--- config.mk ---
export PLATFORM = sky130hd
export DESIGN_NAME = bcd_display_ctrl
export DESIGN_NICKNAME = d
export VERILOG_FILES = /design/src/rtl/bcd_display_ctrl.sv
export SDC_FILE = /design/constraint.sdc
export NUM_CORES = 1
export LEC_CHECK = 0
export ABC_AREA = 1
export CORE_MARGIN = 2
export CORE_UTILIZATION = 30
export CTS_CLUSTER_SIZE = 30
export DETAILED_ROUTE_END_ITERATION = 10
export PLACE_DENSITY = 0.52
export SLEW_MARGIN = 30
export SYNTH_ARGS = -nofsm -noshare
export SYNTH_HDL_FRONTEND = slang
export SYNTH_SLANG_ARGS = --single-unit
--- constraint.sdc ---
create_clock -name clk -period 3.3 [get_ports clk]
set_input_delay 0.66 -clock clk [delete_from_list [all_inputs] [get_ports clk]]
set_output_delay 0.66 -clock clk [all_outputs]
set_load 0.02 [all_outputs]
--- src/rtl/bcd_display_ctrl.sv ---
// Two-digit BCD up/down counter with run/hold/clear/preload control.
// It drives the ones and tens digits of the seven-segment display path.
module bcd_display_ctrl #(
  parameter int TICK_DIV = 50_000_000
) (
  input  logic       clk,
  input  logic       reset_n,
  input  logic       start,
  input  logic       stop,
  input  logic       clear,
  input  logic       up,
  input  logic       load,
  input  logic [7:0] load_val,
  output logic [3:0] CTRL0,
  output logic [3:0] CTRL1,
  output logic       running,
  output logic       wrap,
  output logic       load_err
);

  localparam int PRESC_W = (TICK_DIV > 2) ? $clog2(TICK_DIV) : 1;
  localparam logic [PRESC_W-1:0] PRESC_LAST = PRESC_W'(TICK_DIV - 1);

  typedef enum logic [1:0] {
    IDLE = 2'd0,
    RUN  = 2'd1,
    HOLD = 2'd2
  } state_t;

  state_t             state_reg;
  logic [PRESC_W-1:0] presc_reg;
  logic [7:0]         count_reg;
  logic [7:0]         count_next;
  logic [1:0]         is_term;
  logic [1:0]         carry_in;
  logic               step_wrap;
  logic               step_due;
  logic               load_ok;
  logic               run_tick;

  // A digit is "terminal" when stepping it wraps (9 going up, 0 going down).
  // A digit steps only when every lower digit is terminal, which gives the
  // carry/borrow chain without a combinational loop between stages.
  generate
    for (genvar gi = 0; gi < 2; gi++) begin : g_digit
      logic [3:0] digit;
      assign digit = count_reg[4*gi +: 4];
      assign is_term[gi] = up ? (digit >= 4'd9) : (digit == 4'd0);

      if (gi == 0) begin : g_lsd
        assign carry_in[gi] = 1'b1;
      end else begin : g_msd
        assign carry_in[gi] = &is_term[gi-1:0];
      end

      assign count_next[4*gi +: 4] =
          !carry_in[gi] ? digit :
          is_term[gi]   ? (up ? 4'd0 : 4'd9) :
          up            ? digit + 4'd1 : digit - 4'd1;
    end
  endgenerate

  assign step_wrap = &is_term;
  assign step_due  = (state_reg == RUN) && (presc_reg == PRESC_LAST);
  assign load_ok   = (state_reg != RUN) &&
                     (load_val[7:4] <= 4'd9) && (load_val[3:0] <= 4'd9);

  // The prescaler advances in RUN unless a higher-priority command takes the
  // cycle; a load outranks stop, so stop is ignored while load is asserted.
  assign run_tick = (state_reg == RUN) && !clear && (load || !stop);

  always_ff @(posedge clk or negedge reset_n) begin
    if (!reset_n) begin
      state_reg <= IDLE;
      presc_reg <= '0;
      count_reg <= 8'h00;
      running   <= 1'b0;
      wrap      <= 1'b0;
      load_err  <= 1'b0;
    end else begin
      wrap     <= 1'b0;
      load_err <= 1'b0;

      if (clear) begin
        state_reg <= IDLE;
        presc_reg <= '0;
        count_reg <= 8'h00;
        running   <= 1'b0;
      end else begin
        if (load) begin
          if (load_ok) begin
            count_reg <= load_val;
          end else begin
            load_err <= 1'b1;
          end
        end else if (stop) begin
          if (state_reg == RUN) begin
            state_reg <= HOLD;
            running   <= 1'b0;
          end
        end else if (start && (state_reg != RUN)) begin
          state_reg <= RUN;
          presc_reg <= '0;
          running   <= 1'b1;
        end

        // A load in RUN is always rejected, so it never collides with a step.
        if (run_tick) begin
          if (step_due) begin
            presc_reg <= '0;
            count_reg <= count_next;
            wrap      <= step_wrap;
          end else begin
            presc_reg <= presc_reg + 1'b1;
          end
        end
      end
    end
  end

  assign CTRL0 = count_reg[3:0];
  assign CTRL1 = count_reg[7:4];

endmodule

==> results of run 1 <==
==> power breakdown <==
part | total (uW) | switching (uW) | internal (uW)
registers | 487 | 13.0 | 474
logic | 151 | 92.6 | 58.7
clock network | 407 | 182 | 225
total | 1050 | 288 | 757
==> through the flow <==
stage	setup WS, ns	cells	hold WS [ns]
finish	1.06	554	0.325
global route	0.815	554	0.362
CTS	1.05	554	0.505
detailed placement	0.741	546	0.522
global placement	0.726	546	0.508
floorplan	1.51	412	0.364
==> area by class of cell <==
cell class | instances | area (um2)
repair buffers | 26 | 255
multi-input cells | 312 | 1600
flip-flops and latches | 38 | 951
fillers | 1002 | 5830
well taps | 111 | 139
inverters | 59 | 221
clock inverters | 3 | 45.0
clock buffers | 5 | 68.8
==> per-layer routing <==
metal,vias to the layer above,part of all wire (%)
li1,1378,-
met1,1259,47
met2,75,46
met3,13,4.4
met4,0,1.7
met5,-,0
==> cell usage in the layout, fill, tap and decap left out <==
cell type / Yosys / layout
nand2_1: 120 / 120
inv_1: 54 / 54
nor2_1: 52 / 52
nand3_1: 40 / 40
dfrtp_1: 38 / 38
clkdlybuf4s50_1: 0 / 24
o21ai_0: 15 / 15
xor2_1: 12 / 12
nand4_1: 12 / 12
o22ai_1: 10 / 10
nor3_1: 8 / 8
nor2_4: 6 / 6
inv_2: 5 / 5
nand2_2: 5 / 5
a21oi_1: 5 / 5
ha_1: 5 / 5
clkbuf_8: 0 / 5
nor2_2: 4 / 4
o21ai_1: 3 / 3
nand3_2: 2 / 2
nand3_4: 2 / 2
o211ai_1: 2 / 2
nor3b_1: 2 / 2
nor3_2: 2 / 2
fa_1: 2 / 2
clkinvlp_4: 0 / 2
buf_4: 0 / 2
a21oi_2: 1 / 1
xnor2_1: 1 / 1
o21ai_2: 1 / 1
bufinv_16: 0 / 1
==> path summary, 6_finish.rpt <==
| path | start | slack [ns] | to | cells after the start |
|---|---|---|---|---|
| max reg2reg | presc_reg[0] | 1.29 | presc_reg[7] | 8 |
| min in group clk | state_reg[0] | 0.54 | state_reg[0] | 2 |
| max | up | 1.06 | count_reg[7] | 11 |
| min | reset_n | 0.33 | presc_reg[23] | 1 |
| min reg2reg | state_reg[0] | 0.54 | state_reg[0] | 2 |
| max in group asynchronous | reset_n | 2.63 | presc_reg[11] | 1 |
==> worst register-to-register path: cells and delay by family, from the launching register on <==
kind | cells | cell delay [ns]
AOI/OAI and AO/OA | 2 | 0.58
and+or+nand+nor | 4 | 0.44
DFF | 1 | 0.41
adders and majority gates | 1 | 0.26
buffers and inverters | 1 | 0.25
==> logic make-up (layout without fill, tap and decap cells) <==
group / Yosys count / in the layout / share of synthesized area (%)
buffers and inverters: 62 / 93 / 8.48
XOR/XNOR: 13 / 13 / 4.08
AND/OR/NAND/NOR: 255 / 255 / 42.1
flip-flops: 38 / 38 / 34.1
adder cells (fa/ha/maj): 7 / 7 / 3.68
AO/OA/AOI/OAI: 37 / 37 / 7.54
==> impl_metrics.csv, run 1 <==
group,metric,value,unit
setup_path,endpoint_kind,"flop",
drt,routed_wl,7.63,mm
placed_design,numPortBuffers,25,
layout,largest_register_ffs,26,
drt,drc_errors,0,
drt,via_per_inst,4.92,
power,p_leak,0.00146,uW
job,max_cap_viol_count,0,
logic_synthesis,syn_inst,412,
setup_path,crit_buf_inv,2,
sta,fmax,446,MHz
clocking,cts_tree,"yes",
logic_synthesis,synth_edf_count,0,
power,p_total,1050,uW
grt,grt_util_all_layers,16.8,%
logic_synthesis,yosys_warnings,0,
grt,met1_usage,22.6,%
logic_synthesis,ys_ff_latch,38,
sta,slew_viol_final,0,
sta,hold_viol_final,0,
clocking,cts_buffers,5,
setup_path,max_stage_delay,0.55,ns
grt,grt_overflow_total,0,
grt,grt_pass1_vias,2842,
drt,ant_nets,0,
clocking,cts_resized,0,
sta,rsz0062_at_grt,"no",
logic_synthesis,synthArstFlopShare,100,%
logic_synthesis,synth_common_cells,"120 x nand2_1, 54 x inv_1, 52 x nor2_1",
layout,syn_to_final_growth,17.7,%
placed_design,dpl.hpwl,5.92,mm
logic_synthesis,synth_seq_area_share,34.1,%
setup_path,cpMostUsedCell,"nand2_1",
setup_path,required,3.49,ns
grt,antenna_found_initial,0,
grt,grt_max_degree,39,
setup_path,worstPathCellList,"clkdlybuf4s50_1 -> inv_1 -> ha_1 -> a21oi_1 -> nand2_1 -> nand2_1 -> nand3_1 -> nand2_1 -> nand2_1 -> nand3_1 -> nand2_1",
grt,grtUsageMet2,28.1,%
clocking,cts-htree-levels,2,
clocking,clock_latency,0.30,ns
power,powerDensity,318,mW/mm2
drt,vias,2725,
clocking,cts.path.max_buffers,2,
worst_hold_path,min_path_type,"in -> async",
logic_synthesis,synth_area_leader_cell,"dfrtp_1",
setup_path,start_kind,"input port",
placed_design,routabilityCongestion,0.890,
drt,firstDrtPassIters,4,
logic_synthesis,synth-main-ff-cell,"dfrtp_1",
floorplan,fp-row-count,35,
layout,stdcell_area,0.00328,mm2
placed_design,placed_cell_area,0.00317,mm2
sta,final.setup.tns,0,ns
status,outcome,"complete, no violations",
clocking,cts-root-buf,"clkbuf_8",
logic_synthesis,avgSynthCellArea,6.77,um2
logic_synthesis,syn_area,0.00279,mm2
setup_path,arrival,2.43,ns
grt,global_route.usage.met3,2.51,%
sta,fin_crit,2.24,ns
sta,slew_headroom,59.8,%
grt,grt.busiest_layer,"met2",
sta,finalSetupViolCount,0,
layout,antenna_cells,0,
setup_path,critical_path.top_delay_family,"buffers and inverters",
logic_synthesis,yosys.cell_types.count,27,
sta,min_period_over_period,67.9,%
floorplan,ioPinCount,26,
power,ir_drop,0.000130,V
clocking,holdBufCountCts,0,
layout,drive_above_1_share,8.58,%
grt,grt_pass1_wl,13.7,mm
floorplan,initial_core_util,30.6,%
floorplan,core,0.00911,mm2
logic_synthesis,yosysMostFrequentCell,"nand2_1",
logic_synthesis,syn-num-nets,434,
drt,wl_per_cell,13.8,um
drt,drt_iter0_markers,123,
layout,final_util,36.0,%
setup_path,crit_type,"in -> reg",
floorplan,die_w,100,um
sta,fin_skew,0.00803,ns
setup_path,cpMaxStageDelayCell,"clkdlybuf4s50_1",
clocking,post_cts_buffers,0,
sta,worst_pin_slew,0.601,ns
clocking,cts.sinks,38,
logic_synthesis,synth.area.top_cells,"dfrtp_1 34%, nand2_1 16%, inv_1 7.3%, nand3_1 7.2%, nor2_1 7.0%",
layout,nNetsFinal,464,
setup_path,cp_max_fo,6,
floorplan,dieArea,0.0101,mm2
logic_synthesis,yosys.area.top_type_share,34.1,%
floorplan,dieHeight,100,um
clocking,path_clk_slew,0.09,ns
Note: power is estimated with default switching activity, not from simulation.
==> run 2: changes to the inputs <==
==> constraint.sdc (replaced) <==
create_clock -name clk -period 2.31 [get_ports clk]
set_input_delay 0.462 -clock clk [delete_from_list [all_inputs] [get_ports clk]]
set_output_delay 0.462 -clock clk [all_outputs]
set_load 0.02 [all_outputs]
==> run 2 against run 1 <==
Against the previous run:
- worst hold slack worse by 0.27 ns
- via count is 1.5% higher
- combinational power rose by 50%
- clock power is 72% higher
- design area is 3.2% higher
- clock-buffer cell count unchanged
- non-clock buffer count grew 11
- sequential cell count is the same
- worst setup slack lost 0.69 ns
- critical path type is now reg -> out
- largest cell class unchanged
- highest routed layer unchanged
==> impl_metrics.csv, run 2 (synthesized netlist as in run 1, its figures left out) <==
group,metric,value,unit
clocking,cts.sinks,38,
grt,grt_max_degree,15,
layout,nNetsFinal,475,
clocking,path_clk_slew,0.09,ns
placed_design,numPortBuffers,25,
power,p_sw_share,25.8,%
power,p_leak,0.00153,uW
layout,syn_to_final_growth,21.4,%
setup_path,critical_path.top_delay_family,"buffers and inverters",
placed_design,dpl.hpwl,6.16,mm
worst_hold_path,min_path_type,"in -> async",
setup_path,cpMaxStageDelayCell,"clkdlybuf4s50_1",
floorplan,initial_core_util,30.6,%
sta,slew_headroom,66.3,%
floorplan,ioPinCount,26,
setup_path,cp_max_fo,6,
clocking,cts_tree,"yes",
setup_path,required,1.85,ns
clocking,post_cts_buffers,0,
drt,drt_iter0_markers,150,
clocking,holdBufCountCts,0,
layout,drive_above_1_share,10.8,%
setup_path,endpoint_kind,"output port",
setup_path,max_stage_delay,0.67,ns
floorplan,die_w,100,um
power,power.switching,418,uW
clocking,cts-htree-levels,2,
drt,via_per_inst,4.90,
drt,vias,2767,
grt,grt_pass1_wl,13.7,mm
sta,slew_viol_final,0,
sta,fin_skew,0.00869,ns
sta,setup_ws,0.366,ns
layout,layout_common_cells,"120 x nand2_1, 54 x inv_1, 52 x nor2_1",
setup_path,worstPathCellList,"clkdlybuf4s50_1",
sta,rsz0062_at_grt,"no",
sta,finalSetupViolCount,0,
power,comb_power_share,14.0,%
power,powerDensity,479,mW/mm2
drt,ant_nets,0,
placed_design,routabilityCongestion,0.840,
setup_path,arrival,1.48,ns
sta,fmax,514,MHz
job,max_cap_viol_count,0,
drt,drc_errors,0,
clocking,cts_buffers,5,
layout,stdcell_count,565,
sta,final.setup.tns,0,ns
floorplan,fp-row-count,35,
sta,hold_viol_final,0,
floorplan,dieHeight,100,um
setup_path,crit_buf_inv,1,
sta,worst_pin_slew,0.505,ns
clocking,cts_resized,0,
clocking,cts-root-buf,"clkbuf_8",
layout,fill_cells,1002,
grt,grt_util_all_layers,17.0,%
placed_design,place_inst,557,
floorplan,dieArea,0.0101,mm2
sta,min_period_over_period,84.2,%
setup_path,start_kind,"flop",
clocking,cts.path.max_buffers,2,
drt,firstDrtPassIters,4,
drt,routed_wl,7.74,mm
drt,wl_per_cell,13.7,um
setup_path,crit_type,"reg -> out",
layout,largest_register_ffs,26,
grt,antenna_found_initial,0,
sta,holdWs,0.0591,ns
grt,grt_overflow_total,0,
power,pwr-share-clk,43.1,%
status,outcome,"complete, no violations",
power,p_seq_share,42.9,%
placed_design,preCtsSetupSlack,0.0824,ns
sta,fin_crit,1.94,ns
layout,final_common_cell,"nand2_1",
floorplan,core,0.00911,mm2
clocking,clock_latency,0.30,ns
grt,grt_pass1_vias,2894,
power,ir_drop,0.000251,V
layout,antenna_cells,0,
power,p_int,1200,uW
-- run 2: cell types whose count changed in the layout (fill, tap and decap cells not counted), sizes merged --
cell,before,now
buf,2,13
clkinvlp,2,0
bufinv,1,2
clkinv,0,1
-- run 2: path summary, 6_finish.rpt --
kind | slack, ns | to | depth (start not counted) | from
worst min register to register | 0.55 | state_reg[0] | 2 | state_reg[0]
max in group asynchronous | 1.73 | presc_reg[6] | 2 | reset_n
min in group clk | 0.55 | state_reg[0] | 2 | state_reg[0]
worst max register to register | 0.46 | count_reg[6] | 10 | presc_reg[0]
worst min-delay path | 0.06 | presc_reg[13] | 1 | reset_n
worst max-delay path | 0.37 | CTRL0[0] | 1 | count_reg[0]
-- run 2: routing by layer --
metal  part of all wire (%)  GRT usage, %  wire length (um)
met1                     47          21.9              3660
met2                     47          29.5              3640
met3                    4.0          2.65               307
met4                    1.7          4.95               131
met5                      0             0                 0
-- run 2: per-stage QoR --
step	instance area, um2	util, %	total power (uW)
6_report	3390	37.2	1620
5_1_grt	3390	37.2	1710
4_1_cts	3390	37.2	1640
3_5_place_dp	3250	35.7	937
3_3_place_gp	3250	35.7	937
2_1_floorplan	2790	-	829
-- run 2: power by group through the flow --
stage	Clock, uW	Combinational, uW	Sequential (uW)
3_3_place_gp	0	228	709
6_report	699	227	696
3_5_place_dp	0	229	709
5_1_grt	753	260	699
2_1_floorplan	0	113	716
4_1_cts	716	230	696
-- run 2: cell type report --
cell class / instances / area, um2 / share of cell area (%)
Inverter: 59 / 221 / 6.54
Tap cell: 111 / 139 / 4.10
Clock buffer: 5 / 68.8 / 2.03
Clock inverter: 3 / 68.8 / 2.03
Multi-Input combinational cell: 312 / 1600 / 47.3
Sequential cell: 38 / 951 / 28.1
Timing Repair Buffer: 37 / 335 / 9.90
==> edit, RTL diff (config.mk and constraints of run 2) <==
Put a register stage on the outputs `CTRL0` and `CTRL1`. The values now appear one clock later. The other outputs are not delayed to match.
--- a/src/rtl/bcd_display_ctrl.sv
+++ b/src/rtl/bcd_display_ctrl.sv
@@ -118,8 +118,10 @@
     end
   end
 
-  assign CTRL0 = count_reg[3:0];
-  assign CTRL1 = count_reg[7:4];
+  always_ff @(posedge clk) begin
+    CTRL0 <= count_reg[3:0];
+    CTRL1 <= count_reg[7:4];
+  end
 
 endmodule
 
Check against the original RTL: not equivalent (a bounded check fails within 4 cycles, from zero or initial values and one cycle with reset_n low).
==> edit against run 2 <==
Sequential power is 22% higher; setup slack better by 0.043 ns; routed wire length is 4.7% higher; sequential cell count is 8 higher; power is 6.9% higher; sequential share of layout area is 2.5 points higher; die area is 8.7% higher; area after synthesis is 9.0% higher; final cell count is 6.2% higher; critical path depth is 9 higher; non-clock buffer count stayed put; final area is 7.4% higher; critical path type is now in2reg; largest cell class unchanged; largest power group is now sequential cells.
==> edit: results (changes against run 2) <==
metric,value,unit,change
worst stage delay on the critical path,0.48,ns,-0.19 ns
fin cells,600,,+6.2%
Post-Synthesis Cells,426,,+3.4%
Final HPWL DP,6240,um,+1.3%
Slew @ Worst Pin,0.623,ns,+0.119 ns
Initial DRC Count,125,,-17%
post-synthesis xor/xnor area fraction,3.17,%,-0.91 points
Max Buffers Root-to-Sink,2,,unchanged
Final nets,488,,+2.7%
largest net degree at the start of global routing,25,,+10
layout cells sized above 1,11.6,%,+0.77 points
final wirelength,8100,um,+4.7%
vias in the first global route,2827,,-2.3%
DP Area,3520,sq um,+8.4%
largest cells by area after synthesis,"dfrtp_1 31%, nand2_1 13%, nor2_1 6.8%, inv_1 6.2%, nand3_1 6.1%",,
CP arrival,2.13,ns,+0.65 ns
Max Fanout on Critical Path,6,,unchanged
Cells after DPL,592,,+6.3%
Yosys cell types,37,,+37%
Layout Skew,0.0103,ns,+0.00164 ns
clk_lat worst skew,0.30,ns,about the same
syn nets,448,,+3.2%
first-pass GRT wire length,13900,um,+1.7%
P_leak,1.69,nW,+11%
Post-synth ARST share,82.6,%,-17 points
vias per cell,4.76,,-2.8%
compound-gate portion of the synthesized area,8.31,%,+0.78 points
status,completed,,
Yosys warning count,0,,unchanged
Worst Hold Class,in2async,,
gr usage total,15.6,%,-1.5 points
Adder-Cell Fraction of Synth Area,3.37,%,-0.30 points
"Seq/Total Area, Yosys",36.5,%,+2.4 points
max FFs per register,26,,unchanged
"Hold Vio Cnt, Final",0,,unchanged
Max rail drop VDD,0.218,mV,-13%
Synth top cells by count,"108 x nand2_1, 55 x nor2_1, 50 x inv_1, 38 x dfrtp_1, 37 x nand3_1",,
dpl ws,0.0979,ns,+0.0155 ns
RD Place Congestion,0.871,,+3.7%
edit: cell types whose count changed after synthesis, moves of 3 or more:
cell / delta
a21oi_1: +6
dfxtp_1: +8
inv_1: -4
nand2_1: -12
nand2_4: +3
nand3_1: -3
nand4_1: +10
nor2_1: +3
nor2_4: -3
o21ai_0: -8
o21ai_1: +6
o21bai_1: +3
o22ai_1: -6
edit: cell type report:
class	count	area [sq um]
Sequential cell	46	1110
Inverter	59	221
Clock buffer	7	86.3
Multi-Input combinational cell	317	1690
Tap cell	133	166
Clock inverter	1	30.0
Timing Repair Buffer	37	335
Fill cell	1085	6180
edit: worst paths after layout:
kind / endpoint / from / depth (start not counted) / slack, ns
worst max-delay path: count_reg[7]$_DFFE_PN0P_ / up / 10 / 0.41
worst min-delay path: presc_reg[15]$_DFFE_PN0P_ / reset_n / 1 / 0.16
worst max register to register: presc_reg[13]$_DFFE_PN0P_ / presc_reg[0]$_DFFE_PN0P_ / 10 / 0.52
worst min register to register: CTRL0[2]$_DFF_P_ / count_reg[2]$_DFF_PN0_ / 0 / 0.44
max in group asynchronous: presc_reg[6]$_DFFE_PN0P_ / reset_n / 2 / 1.56
min in group clk: CTRL0[2]$_DFF_P_ / count_reg[2]$_DFF_PN0_ / 0 / 0.44
edit: layer usage:
metal	vias up	GRT usage [%]	wire (um)
li1	1466	-	-
met1	1342	22.0	4080
met2	45	25.1	3750
met3	4	1.68	198
met4	0	4.67	70
met5	-	0	0
edit: power by group:
group / leakage, nW / internal [mW] / switching, mW
Combinational: 1.04 / 0.0991 / 0.149
Sequential: 0.590 / 0.826 / 0.0215
Clock: 0.0585 / 0.353 / 0.284
Total: 1.69 / 1.28 / 0.454
